[src/rtl/axi_wr_sched_pkg.sv]
// Shared types and address map for the AXI write scheduler.
// The read path reuses the same map.
package axi_wr_pkg;

  typedef enum logic [1:0] {IDLE, ADDR, DATA, RESP} wr_state_e;

  typedef enum logic [2:0] {
    SEL_DEF = 3'd0,
    SEL_S1,
    SEL_S2,
    SEL_S3,
    SEL_S4,
    SEL_S5
  } slave_sel_e;

  localparam int NUM_MST = 2;
  localparam int NUM_SLV = 5;

  localparam logic [31:0] S1_BASE  = 32'h0000_0000;
  localparam logic [31:0] S1_LIMIT = 32'h0000_FFFF;
  localparam logic [31:0] S2_BASE  = 32'h0001_0000;
  localparam logic [31:0] S2_LIMIT = 32'h0001_FFFF;
  localparam logic [31:0] S3_BASE  = 32'h0002_0000;
  localparam logic [31:0] S3_LIMIT = 32'h0002_FFFF;
  localparam logic [31:0] S4_BASE  = 32'h1000_0000;
  localparam logic [31:0] S4_LIMIT = 32'h1000_03FF;
  localparam logic [31:0] S5_BASE  = 32'h2000_0000;
  localparam logic [31:0] S5_LIMIT = 32'h201F_FFFF;

  localparam logic [NUM_SLV-1:0][31:0] SLV_BASE  =
    {S5_BASE, S4_BASE, S3_BASE, S2_BASE, S1_BASE};
  localparam logic [NUM_SLV-1:0][31:0] SLV_LIMIT =
    {S5_LIMIT, S4_LIMIT, S3_LIMIT, S2_LIMIT, S1_LIMIT};

  // Every window is power-of-two sized and size-aligned, so a mask compare suffices.
  function automatic logic in_win(input logic [31:0] a, input logic [31:0] base,
                                  input logic [31:0] limit);
    return ((a & ~(limit - base)) == base);
  endfunction

endpackage

[src/rtl/axi_wr_sched_if.sv]
// Request, handshake and steering signals between the masters/slaves and the write scheduler.
interface axi_wr_sched_if;
  logic        AWVALID_M0;
  logic [31:0] AWADDR_M0;
  logic        AWVALID_M1;
  logic [31:0] AWADDR_M1;
  logic        AWREADY_sel;
  logic        WVALID_sel;
  logic        WREADY_sel;
  logic        WLAST_sel;
  logic        BVALID_sel;
  logic        BREADY_sel;
  logic [1:0]  grant;
  logic [2:0]  slave_sel;
  logic        aw_phase;
  logic        w_phase;
  logic        b_phase;
  logic        wr_timeout;

  modport slave (
    input  AWVALID_M0, AWADDR_M0, AWVALID_M1, AWADDR_M1, AWREADY_sel,
           WVALID_sel, WREADY_sel, WLAST_sel, BVALID_sel, BREADY_sel,
    output grant, slave_sel, aw_phase, w_phase, b_phase, wr_timeout
  );

  modport master (
    output AWVALID_M0, AWADDR_M0, AWVALID_M1, AWADDR_M1, AWREADY_sel,
           WVALID_sel, WREADY_sel, WLAST_sel, BVALID_sel, BREADY_sel,
    input  grant, slave_sel, aw_phase, w_phase, b_phase, wr_timeout
  );
endinterface

[src/rtl/axi_wr_sched_addr_dec.sv]
// Combinational AWADDR/ARADDR to slave-select decode; unmapped addresses go to the default slave.
module axi_wr_addr_dec
  import axi_wr_pkg::*;
(
  input  logic [31:0] addr,
  output slave_sel_e  sel
);

  always_comb begin
    sel = SEL_DEF;
    for (int i = 0; i < NUM_SLV; i++)
      if (in_win(addr, SLV_BASE[i], SLV_LIMIT[i])) sel = slave_sel_e'(3'(i + 1));
  end

endmodule

[src/rtl/axi_wr_sched.sv]
// Two-master write scheduler: round-robin AW arbitration, route lock across AW/W/B,
// stall watchdog on the W and B phases.
module axi_wr_sched
  import axi_wr_pkg::*;
#(
  parameter int TIMEOUT = 1024,
  parameter int CNT_W   = 11
) (
  input  logic          ACLK,
  input  logic          ARESETn,
  axi_wr_sched_if.slave bus
);

  wr_state_e                state, state_nxt;
  logic [NUM_MST-1:0]       awvalid, grant_q;
  logic [NUM_MST-1:0][31:0] awaddr;
  slave_sel_e               dec_sel [NUM_MST];
  slave_sel_e               sel_q;
  logic                     last_grant, win;
  logic [CNT_W-1:0]         stall_cnt;
  logic                     wr_timeout_q;
  logic                     aw_hs, w_hs, b_hs, stall, timeout_hit, route_done, grant_now;
  logic                     aw_ph, w_ph, b_ph;

  assign awvalid = {bus.AWVALID_M1, bus.AWVALID_M0};
  assign awaddr  = {bus.AWADDR_M1, bus.AWADDR_M0};

  for (genvar g = 0; g < NUM_MST; g++) begin : g_dec
    axi_wr_addr_dec u_dec (.addr(awaddr[g]), .sel(dec_sel[g]));
  end

  // win=1 selects M1; on a tie the master that did not win last time goes first
  assign win       = (&awvalid) ? ~last_grant : awvalid[1];
  assign grant_now = (state == IDLE) && (|awvalid);

  assign aw_hs = (|(grant_q & awvalid)) & bus.AWREADY_sel;
  assign w_hs  = bus.WVALID_sel & bus.WREADY_sel;
  assign b_hs  = bus.BVALID_sel & bus.BREADY_sel;

  assign stall       = ((state == DATA) && !w_hs) || ((state == RESP) && !b_hs);
  assign timeout_hit = stall && (stall_cnt == CNT_W'(TIMEOUT - 1));
  assign route_done  = ((state == RESP) && b_hs) || timeout_hit;

  always_ff @(posedge ACLK or negedge ARESETn)
    if (!ARESETn) state <= IDLE;
    else          state <= state_nxt;

  always_comb begin
    state_nxt = state;
    case (state)
      IDLE:    if (|awvalid) state_nxt = ADDR;
      ADDR:    if (aw_hs) state_nxt = DATA;
      DATA:    if (timeout_hit) state_nxt = IDLE;
               else if (w_hs && bus.WLAST_sel) state_nxt = RESP;
      RESP:    if (route_done) state_nxt = IDLE;
      default: state_nxt = IDLE;
    endcase
  end

  always_comb begin
    aw_ph = 1'b0;
    w_ph  = 1'b0;
    b_ph  = 1'b0;
    case (state)
      ADDR:    aw_ph = 1'b1;
      DATA:    w_ph  = 1'b1;
      RESP:    b_ph  = 1'b1;
      default: ;
    endcase
  end

  // Route is captured once in IDLE and held until B completes or the watchdog fires
  always_ff @(posedge ACLK or negedge ARESETn)
    if (!ARESETn) begin
      grant_q      <= '0;
      sel_q        <= SEL_DEF;
      last_grant   <= 1'b1;
      stall_cnt    <= '0;
      wr_timeout_q <= 1'b0;
    end else begin
      wr_timeout_q <= timeout_hit;
      if (grant_now) begin
        grant_q    <= win ? 2'b10 : 2'b01;
        sel_q      <= dec_sel[win];
        last_grant <= win;
      end else if (route_done) begin
        grant_q <= '0;
        sel_q   <= SEL_DEF;
      end
      if (stall && !timeout_hit) stall_cnt <= stall_cnt + 1'b1;
      else                       stall_cnt <= '0;
    end

  assign bus.grant      = grant_q;
  assign bus.slave_sel  = sel_q;
  assign bus.aw_phase   = aw_ph;
  assign bus.w_phase    = w_ph;
  assign bus.b_phase    = b_ph;
  assign bus.wr_timeout = wr_timeout_q;

endmodule

[src/flat_wrapper.sv]
// flat-port wrapper written by rule: the top's interface ports become plain ports
module axi_wr_sched_flat import axi_wr_pkg::*;
#(
  parameter int TIMEOUT = 1024,
  parameter int CNT_W   = 11
)
  (ACLK, ARESETn, bus_AWVALID_M0, bus_AWADDR_M0, bus_AWVALID_M1, bus_AWADDR_M1, bus_AWREADY_sel, bus_WVALID_sel, bus_WREADY_sel, bus_WLAST_sel, bus_BVALID_sel, bus_BREADY_sel, bus_grant, bus_slave_sel, bus_aw_phase, bus_w_phase, bus_b_phase, bus_wr_timeout);
  axi_wr_sched_if bus_i ();
  input  logic ACLK;
  input  logic ARESETn;
  input wire logic [$bits(bus_i.AWVALID_M0)-1:0] bus_AWVALID_M0;
  input wire logic [$bits(bus_i.AWADDR_M0)-1:0] bus_AWADDR_M0;
  input wire logic [$bits(bus_i.AWVALID_M1)-1:0] bus_AWVALID_M1;
  input wire logic [$bits(bus_i.AWADDR_M1)-1:0] bus_AWADDR_M1;
  input wire logic [$bits(bus_i.AWREADY_sel)-1:0] bus_AWREADY_sel;
  input wire logic [$bits(bus_i.WVALID_sel)-1:0] bus_WVALID_sel;
  input wire logic [$bits(bus_i.WREADY_sel)-1:0] bus_WREADY_sel;
  input wire logic [$bits(bus_i.WLAST_sel)-1:0] bus_WLAST_sel;
  input wire logic [$bits(bus_i.BVALID_sel)-1:0] bus_BVALID_sel;
  input wire logic [$bits(bus_i.BREADY_sel)-1:0] bus_BREADY_sel;
  output wire logic [$bits(bus_i.grant)-1:0] bus_grant;
  output wire logic [$bits(bus_i.slave_sel)-1:0] bus_slave_sel;
  output wire logic [$bits(bus_i.aw_phase)-1:0] bus_aw_phase;
  output wire logic [$bits(bus_i.w_phase)-1:0] bus_w_phase;
  output wire logic [$bits(bus_i.b_phase)-1:0] bus_b_phase;
  output wire logic [$bits(bus_i.wr_timeout)-1:0] bus_wr_timeout;
  assign bus_i.AWVALID_M0 = bus_AWVALID_M0;
  assign bus_i.AWADDR_M0 = bus_AWADDR_M0;
  assign bus_i.AWVALID_M1 = bus_AWVALID_M1;
  assign bus_i.AWADDR_M1 = bus_AWADDR_M1;
  assign bus_i.AWREADY_sel = bus_AWREADY_sel;
  assign bus_i.WVALID_sel = bus_WVALID_sel;
  assign bus_i.WREADY_sel = bus_WREADY_sel;
  assign bus_i.WLAST_sel = bus_WLAST_sel;
  assign bus_i.BVALID_sel = bus_BVALID_sel;
  assign bus_i.BREADY_sel = bus_BREADY_sel;
  assign bus_grant = bus_i.grant;
  assign bus_slave_sel = bus_i.slave_sel;
  assign bus_aw_phase = bus_i.aw_phase;
  assign bus_w_phase = bus_i.w_phase;
  assign bus_b_phase = bus_i.b_phase;
  assign bus_wr_timeout = bus_i.wr_timeout;
  axi_wr_sched #(.TIMEOUT(TIMEOUT), .CNT_W(CNT_W)) u_core (.ACLK(ACLK), .ARESETn(ARESETn), .bus(bus_i));
endmodule
[config.mk]
export PLATFORM = sky130hd
export DESIGN_NAME = axi_wr_sched_flat
export DESIGN_NICKNAME = d
export VERILOG_FILES = /design/src/rtl/axi_wr_sched_pkg.sv /design/src/rtl/axi_wr_sched_if.sv /design/src/rtl/axi_wr_sched_addr_dec.sv /design/src/rtl/axi_wr_sched.sv /design/src/flat_wrapper.sv
export SDC_FILE = /design/constraint.sdc
export NUM_CORES = 1
export LEC_CHECK = 0
export BUFFER_PORTS_ARGS = -buffer_cell sky130_fd_sc_hd__buf_2
export CAP_MARGIN = 20
export CORE_MARGIN = 5
export CORE_UTILIZATION = 42
export CTS_CLUSTER_DIAMETER = 30
export DETAILED_ROUTE_END_ITERATION = 6
export PLACE_DENSITY = 0.8
export SETUP_SLACK_MARGIN = 0.1
export SKIP_LAST_GASP = 1
export SLEW_MARGIN = 20
export SYNTH_ARGS = -nofsm -noshare
export SYNTH_HDL_FRONTEND = slang
export SYNTH_HIERARCHICAL = 1
export SYNTH_SLANG_ARGS = --single-unit
export TNS_END_PERCENT = 10
[constraint.sdc]
create_clock -name ACLK -period 1.8 [get_ports ACLK]
set_input_delay 0.36 -clock ACLK [delete_from_list [all_inputs] [get_ports ACLK]]
set_output_delay 0.36 -clock ACLK [all_outputs]
set_load 0.05 [all_outputs]
==> results of run 1 <==
==> power breakdown <==
part | internal [mW] | leakage (nW) | total [mW] | switching, mW
sequential | 0.524 | 0.268 | 0.616 | 0.0915
clock | 0.225 | 0.0279 | 0.364 | 0.139
combinational | 0.253 | 0.500 | 0.678 | 0.425
total | 1.00 | 0.796 | 1.66 | 0.655
==> state kept, by name, indices dropped and copies added, names as in the netlist <==
| signal | cells |
|---|---|
| u_core/bus.slave_sel | 3 |
| u_core/stall_cnt | 11 |
| u_core/bus.wr_timeout | 1 |
| u_core/last_grant | 1 |
| u_core/bus.grant | 2 |
| u_core/state | 2 |
==> worst reg2reg max path, delay by kind of cell (launching register included) <==
family	cells	cell delay (ns)
simple gates	1	0.17
fa+ha+maj	1	0.22
compound gates	3	0.63
flops	1	0.41
==> kinds of logic (layout without fill, tap and decap cells) <==
kind of cell / Yosys count / after routing
xor gates and xnor gates: 9 / 9
DFF: 20 / 20
adders and majority gates: 1 / 1
and+or+nand+nor: 68 / 68
buffers and inverters: 9 / 74
AOI/OAI and AO/OA: 26 / 26
==> through the flow <==
step / worst slack (ns) / total power [mW]
after global placement: 0.203 / 1.29
final: 0.173 / 1.66
after CTS: 0.110 / 1.67
after detailed placement: 0.226 / 1.30
after floorplan: 0.219 / 1.13
after global routing: 0.0795 / 1.77
==> final timing paths <==
path / slack [ns] / cells after the start / end
worst max-delay path: 0.17 / 2 / bus_w_phase
worst min-delay path: 0.25 / 2 / u_core/last_grant
worst max register to register: 0.25 / 5 / u_core/bus.grant[0]
worst min register to register: 0.50 / 1 / u_core/stall_cnt[0]
max in group asynchronous: 0.93 / 2 / u_core/last_grant
min in group asynchronous: 0.53 / 2 / u_core/stall_cnt[8]
==> repair_timing <==
item | 4_1_cts | 5_1_grt
endpoints found under the hold margin | 19 | 0
gates resized for setup | 0 | 2
hold buffers | 1 | 0
endpoints found under the setup margin | 0 | 11
==> final cells by class <==
| class | count | area share [%] |
|---|---|---|
| Clock inverter | 1 | 1.79 |
| Tap cell | 33 | 2.46 |
| Inverter | 7 | 1.57 |
| Sequential cell | 20 | 30.0 |
| Multi-Input combinational cell | 104 | 43.7 |
| Clock buffer | 3 | 1.34 |
| Timing Repair Buffer | 63 | 19.1 |
==> placed cells by master (no fill, tap or decap), types with 2 or more instances in the layout <==
cell type,netlist,layout
dfrtp_1,19,18
nand3b_1,2,2
nor2b_1,2,2
xnor2_1,2,2
nor3_1,6,6
inv_1,7,7
nor2_1,13,13
nand4_1,5,5
nor4_4,2,2
nor4b_1,2,2
nand2_1,7,6
clkbuf_4,0,3
a21oi_1,7,7
or2b_1,2,2
and2_1,2,2
o21bai_2,2,2
and3_1,5,5
a22oi_1,3,3
buf_2,1,62
nand2b_1,2,2
nor4_1,4,4
nand3_1,8,8
xor2_1,7,7
o21ai_2,3,3
==> routing by layer <==
| layer | vias up | wire length, µm | GRT usage [%] |
|---|---|---|---|
| met3 | 2 | 112 | 2.25 |
| met1 | 576 | 1230 | 16.2 |
| met4 | 0 | 30 | 4.66 |
| met5 | - | 0 | 0 |
| met2 | 18 | 1610 | 29.4 |
| li1 | 617 | - | - |
==> flow_metrics.tcl, run 1 <==
set metrics [dict create \
    status "completed" \
    pwr_density_cell_mw_per_mm2 989 \
    synth-simple-area-share_pct 32.9 \
    synth_fa_ha_area_share_pct 0.984 \
    io_pins 83 \
    drc 0 \
    syn2layout_area_growth_pct 31.9 \
    critPathBufInv 1 \
    synth_most_common_cell "dfrtp_1" \
    nets 274 \
    synth-xor-area-share_pct 6.20 \
    clock_latency_ns 0.30 \
    dp_cells 226 \
    drive_gt1_share_pct 41.4 \
    cts_tree "done" \
    die_area_mm2 0.00423 \
    rsz0062_at_grt "yes" \
    diodes 0 \
    finalMaxSlewViolations 0 \
    synth_compound_area_share_pct 17.4 \
    syn_nets 208 \
    tightest_slew_ns 0.441 \
    synth_edf_count 0 \
    num_vias 1213 \
    antenna_found_initial 0 \
    grt_max_degree 21 \
    fillers 269 \
    ir_worst_vdd_mv 0.350 \
    worst-setup-path-type "reg2out" \
    muxShareOfSynthArea_pct 0 \
    final_hold_viol_count 0 \
    worstSetupStartpointType "flip-flop" \
    clock-sinks 20 \
    htreeDepth 1 \
    post-route-period-util_pct 90.4 \
    postCtsSetupBuffers 0 \
    slowest_delay_ns 0.51 \
    floorplan.die.width_um 65.0 \
    synth_cell_types 43 \
    place_congestion 0.788 \
    cts_buffers 3 \
    rows 20 \
    start_util_pct 42.7 \
    netlist.area_leader.share_pct 37.4 \
    critical_path_arrival_ns 1.27 \
    utilization_pct 56.3 \
    synth.area.top_cells "dfrtp_1 37%, xor2_1 4.8%, nor2_1 3.8%" \
    fin_skew_ns 0.00767 \
    crit_family "flip-flops" \
    hold_ws_ns 0.248 \
    yosysTopAreaCell "dfrtp_1" \
    min_from "bus_AWVALID_M0" \
    p_leak_nw 0.796 \
    viasPerCell 5.25 \
    grt_pass1_vias 1211 \
    async_reset_ff_share_pct 100 \
    place.detailed.hpwl_um 2410 \
    dieHeight_um 65.0 \
    wl_per_cell_um 12.9 \
    synth_area_per_cell_um2 9.56 \
    layout.cells.non_filler 231 \
    hold_path_class "in2reg" \
    antenna_left 0 \
    numPortBuffers 62 \
    yosys-top-cells-count "19 x dfrtp_1, 13 x nor2_1, 8 x nand3_1" \
    period_needed_ns 1.63 \
    fin_area_mm2 0.00168 \
    wirelength_um 2990 \
    placed_area_mm2 0.00161 \
    maxSlewHeadroom_pct 70.6 \
    grt_pass1_wl_um 5060 \
    coreArea_mm2 0.00298 \
    yosysSeqAreaShare_pct 39.5 \
    critPathCaptureType "output pin" \
    cts.clk_slew.worst_paths_ns 0.11 \
    ys_ff_latch 20 \
    setup_viol 0 \
    maxCapViolCount 0 \
    clockRootBuffer "clkbuf_4" \
    drt_iter0_markers 85 \
    worstPathRequired_ns 1.44 \
    tns_ns 0 \
    synthCells 133 \
    grt_use_total_pct 15.0 \
    grt_overflow_total 0 \
    clock.fmax_mhz 614 \
    path_max_fanout 10 \
    yosys_warnings 6 \
    ys.flop_type "dfrtp_1" \
    worstReg2RegStart "u_core/stall_cnt[0]" \
    cts_max_path_buffers 2 \
    multi_input_area_um2 733 \
    first_pass_iters 4 \
    cp_cell_sequence "nor2b_4 -> buf_2" \
    cp_slowest_cell "dfrtp_1" \
    regArea_um2 503 \
    syn_area_mm2 0.00127 \
    synth_top_family_by_area "simple AND/OR/NAND/NOR gates" \
    crit_start "u_core/state[0]" \
]
(Power assumes the default switching activity.)
==> inputs of run 2 (changes only) <==
--- a/config.mk
+++ b/config.mk
@@ -8,10 +8,10 @@
 export BUFFER_PORTS_ARGS = -buffer_cell sky130_fd_sc_hd__buf_2
 export CAP_MARGIN = 20
 export CORE_MARGIN = 5
-export CORE_UTILIZATION = 42
+export CORE_UTILIZATION = 35
 export CTS_CLUSTER_DIAMETER = 30
 export DETAILED_ROUTE_END_ITERATION = 6
-export PLACE_DENSITY = 0.8
+export PLACE_DENSITY = 0.69
 export SETUP_SLACK_MARGIN = 0.1
 export SKIP_LAST_GASP = 1
 export SLEW_MARGIN = 20
==> run 2 against run 1 <==
Net effect:
- die area increased by 17%
- largest power group unchanged
- largest cell class unchanged
- sequential share of layout area unchanged
- setup slack got worse by 0.015 ns
==> flow_metrics.tcl, run 2 (synthesis gave the netlist of run 1 again) <==
set metrics [dict create \
    setup_viol 0 \
    cts_buffers 3 \
    place.detailed.hpwl_um 2370 \
    diodes 0 \
    drc 0 \
    dieHeight_um 70.3 \
    wl_per_cell_um 11.8 \
    drive_gt1_share_pct 41.4 \
    grt_max_degree 21 \
    antenna_left 0 \
    grt_use_total_pct 11.9 \
    pwr_density_cell_mw_per_mm2 924 \
    final_hold_viol_count 0 \
    maxSlewHeadroom_pct 70.1 \
    post-route-period-util_pct 91.3 \
    postCtsSetupBuffers 0 \
    rsz0062_at_grt "yes" \
    grt_pass1_vias 1263 \
    critPathCaptureType "output pin" \
    regMostFlops "u_core/stall_cnt" \
    finalMaxSlewViolations 0 \
    ir_worst_vdd_mv 0.325 \
    fin_skew_ns 0.00617 \
    antenna_found_initial 0 \
    hold_path_class "in2reg" \
    syn2layout_area_growth_pct 31.9 \
    io_pins 83 \
    drt_iter0_markers 34 \
    tns_ns 0 \
    rows 21 \
    wirelength_um 2870 \
    clockRootBuffer "clkbuf_4" \
    final_common_cell "buf_2" \
    cts_tree "done" \
    worstPathRequired_ns 1.44 \
    place_congestion 0.738 \
    tightest_slew_ns 0.449 \
    die_area_mm2 0.00494 \
    clock-sinks 20 \
    dp_slack_ns 0.202 \
    design_power_total_mw 1.55 \
    maxCapViolCount 0 \
    clock.fmax_mhz 609 \
    nets 274 \
    layout.cells.non_filler 244 \
    worst-setup-path-type "reg2out" \
    start_util_pct 37.2 \
    final_cell_mix "62 x buf_2, 18 x dfrtp_1, 13 x nor2_1" \
    htreeDepth 1 \
    numPortBuffers 62 \
    status "completed" \
    grt_overflow_total 0 \
    path_max_fanout 10 \
    coreArea_mm2 0.00342 \
    p_leak_nw 0.789 \
    hold_ws_ns 0.251 \
    setup_slack_ns 0.157 \
    cts.clk_slew.worst_paths_ns 0.11 \
    cts_max_path_buffers 2 \
    worstSetupStartpointType "flip-flop" \
    critical_path_arrival_ns 1.28 \
    period_needed_ns 1.64 \
    viasPerCell 4.98 \
    num_vias 1215 \
    floorplan.die.width_um 70.3 \
    largest_reg_flops 11 \
    dp_cells 239 \
    first_pass_iters 4 \
    grt_pass1_wl_um 4980 \
    clock_latency_ns 0.29 \
]
run 2: cell count changes in the layout (fill, tap and decap cells not counted):
cell and change:
bufinv_16 -1, clkbuf_8 +1
run 2: final timing paths:
path | start | end | slack (ns) | depth (start not counted)
setup / recovery | u_core/state[0] | bus_w_phase | 0.16 | 2
hold / removal | bus_AWVALID_M0 | u_core/last_grant | 0.25 | 2
setup reg to reg | u_core/stall_cnt[0] | u_core/stall_cnt[9] | 0.26 | 5
hold reg to reg | u_core/stall_cnt[0] | u_core/stall_cnt[0] | 0.50 | 1
max in group asynchronous | ARESETn | u_core/last_grant | 0.93 | 2
min in group asynchronous | ARESETn | u_core/state[0] | 0.53 | 2
run 2: area by class of cell:
class | count | area (µm²)
Clock buffer | 4 | 36.3
Fill cell | 345 | 1740
Inverter | 7 | 26.3
Multi-Input combinational cell | 104 | 733
Sequential cell | 20 | 503
Tap cell | 46 | 57.6
Timing Repair Buffer | 63 | 320
run 2: power breakdown:
| part | switching (mW) | internal (mW) | leakage, nW |
|---|---|---|---|
| Combinational | 0.422 | 0.254 | 0.500 |
| Clock | 0.130 | 0.123 | 0.0210 |
| Sequential | 0.0966 | 0.525 | 0.268 |
run 2: stage by stage:
stage,utilization [%],instance area [µm²]
5_1_grt,49.1,1680
4_1_cts,49.0,1670
3_3_place_gp,47.6,1630
3_5_place_dp,47.6,1630
6_report,49.1,1680
2_1_floorplan,-,1270
run 2: routing by layer:
metal	track usage [%]	vias up	routed length (µm)
met5	0	-	0
met4	4.47	0	28
met3	1.72	2	186
met2	21.1	37	1380
met1	14.5	563	1280
li1	-	613	-
run 2: critical path: stages (launching register included):
cell and delay (ns):
dfrtp_1 0.51, nor2b_4 0.19, buf_2 0.28
run 2: repair_timing:
item                                    CTS  global route
gates cloned                              0             0
gates resized for setup                   1             1
hold buffers                              1             0
endpoints found under the hold margin    10             0
endpoints found under the setup margin    1            11
==> inputs of run 3 (changes only) <==
--- a/config.mk
+++ b/config.mk
@@ -7,6 +7,7 @@
 export LEC_CHECK = 0
 export BUFFER_PORTS_ARGS = -buffer_cell sky130_fd_sc_hd__buf_2
 export CAP_MARGIN = 20
+export CORE_ASPECT_RATIO = 0.5
 export CORE_MARGIN = 5
 export CORE_UTILIZATION = 35
 export CTS_CLUSTER_DIAMETER = 30
==> run 3 against run 2 <==
Net effect:
- non-clock buffer count shrank 1
- maximum frequency grew 1.3%
- first-iteration DRC count shrank 35%
- global-route usage grew 1.5 points
- clock skew grew 0.0041 ns
- worst hold slack lost 0.22 ns
- routed wire length shrank 0.17%
- final area grew 0.22%
- critical path type unchanged
- largest cell class unchanged
==> flow_metrics.tcl, run 3 (synthesis gave the netlist of run 1 again) <==
set metrics [dict create \
    clock_latency_ns 0.26 \
    first_pass_iters 4 \
    status "completed" \
    critPathCaptureType "output pin" \
    cts_tree "done" \
    worst-setup-path-type "reg2out" \
    drc 0 \
    pwr_density_cell_mw_per_mm2 943 \
    cp_cell_sequence "nor2b_4 -> buf_2" \
    drive_gt1_share_pct 40.6 \
    num_vias 1229 \
    maxSlewHeadroom_pct 71.2 \
    nets 273 \
    rsz0062_at_grt "yes" \
    p_leak_nw 0.788 \
    tns_ns 0 \
    floorplan.die.width_um 95.2 \
    antenna_found_initial 0 \
    final_common_cell "buf_2" \
    drt_iter0_markers 22 \
    cts_buffers 3 \
    syn2layout_area_growth_pct 32.2 \
    clockRootBuffer "clkbuf_8" \
    ir_worst_vdd_mv 0.284 \
    finalMaxSlewViolations 0 \
    rrSetupSlack_ns 0.27 \
    setup_slack_ns 0.179 \
    wl_per_cell_um 11.6 \
    worstReg2RegStart "u_core/stall_cnt[0]" \
    htreeDepth 1 \
    path_max_fanout 10 \
    place_congestion 0.773 \
    wirelength_um 2870 \
    cts_max_path_buffers 2 \
    start_util_pct 36.6 \
    design_power_total_mw 1.58 \
    fillers 333 \
    rows 15 \
    viasPerCell 4.96 \
    io_pins 83 \
    worstPathRequired_ns 1.44 \
    post-route-period-util_pct 90.1 \
    cts.clk_slew.worst_paths_ns 0.07 \
    ctsHoldBuffers 0 \
    setup_viol 0 \
    largest_reg_flops 11 \
    grt_pass1_wl_um 5260 \
    final_cell_mix "62 x buf_2, 19 x dfrtp_1, 13 x nor2_1" \
    dieHeight_um 52.6 \
    slowest_delay_ns 0.48 \
    regMostFlops "u_core/stall_cnt" \
    antenna_left 0 \
    crit_start "u_core/state[1]" \
    clock-sinks 20 \
    grt_max_degree 21 \
    fin_skew_ns 0.0102 \
    tightest_slew_ns 0.432 \
    worstSetupStartpointType "flip-flop" \
    clock.fmax_mhz 617 \
    grt_overflow_total 0 \
    coreArea_mm2 0.00347 \
    grt_use_total_pct 13.4 \
    cp_slowest_cell "dfrtp_1" \
    die_area_mm2 0.00501 \
    numPortBuffers 62 \
    final_hold_viol_count 0 \
    diodes 0 \
    hold_path_class "in2async" \
    period_needed_ns 1.62 \
    grt_pass1_vias 1281 \
    maxCapViolCount 0 \
    critical_path_arrival_ns 1.26 \
    dp_slack_ns 0.214 \
    place.detailed.hpwl_um 2400 \
]
run 3: what timing repair did:
item	4_1_cts	5_1_grt
endpoints found under the setup margin	0	9
setup buffers	0	0
gates resized for setup	0	1
run 3: stage by stage:
stage	hold slack, ns	util [%]	instances	cell area (µm²)
2_1_floorplan	0.0644	-	133	1270
3_3_place_gp	0.326	47.0	244	1630
3_5_place_dp	0.330	47.0	244	1630
4_1_cts	0.0448	48.3	248	1680
5_1_grt	0.0609	48.4	248	1680
6_report	0.0328	48.4	248	1680
run 3: critical path, delay by kind of cell (launching register included):
kind | cells | cell delay [ns]
flip-flops | 1 | 0.48
buffers and inverters | 1 | 0.28
AND/OR/NAND/NOR | 1 | 0.23
run 3: final cells by class:
type / count / area [µm²] / area share [%]
well taps: 51 / 63.8 / 3.80
inverters: 7 / 26.3 / 1.56
flip-flops and latches: 20 / 502 / 29.9
multi-input cells: 104 / 733 / 43.6
clock buffers: 4 / 45.0 / 2.68
repair buffers: 62 / 310 / 18.5
run 3: final timing paths:
check                                       end  depth (start not counted)
max in group asynchronous     u_core/last_grant                          1
max                                 bus_w_phase                          2
max reg2reg                 u_core/stall_cnt[9]                          5
min                        u_core/stall_cnt[10]                          1
min in group ACLK             u_core/last_grant                          2
min reg2reg                 u_core/stall_cnt[0]                          1
run 3: where the power goes:
| group | switching (mW) | total [mW] | internal (mW) |
|---|---|---|---|
| combinational | 0.425 | 0.676 | 0.252 |
| clock | 0.138 | 0.296 | 0.157 |
| sequential | 0.0892 | 0.612 | 0.523 |
| total | 0.652 | 1.58 | 0.932 |
run 3: per-layer routing:
metal / global-route usage, % / wire [µm] / up-vias
li1: - / - / 615
met1: 15.4 / 1200 / 562
met2: 24.1 / 1380 / 48
met3: 3.16 / 228 / 4
met4: 5.74 / 56 / 0
met5: 0 / 0 / -
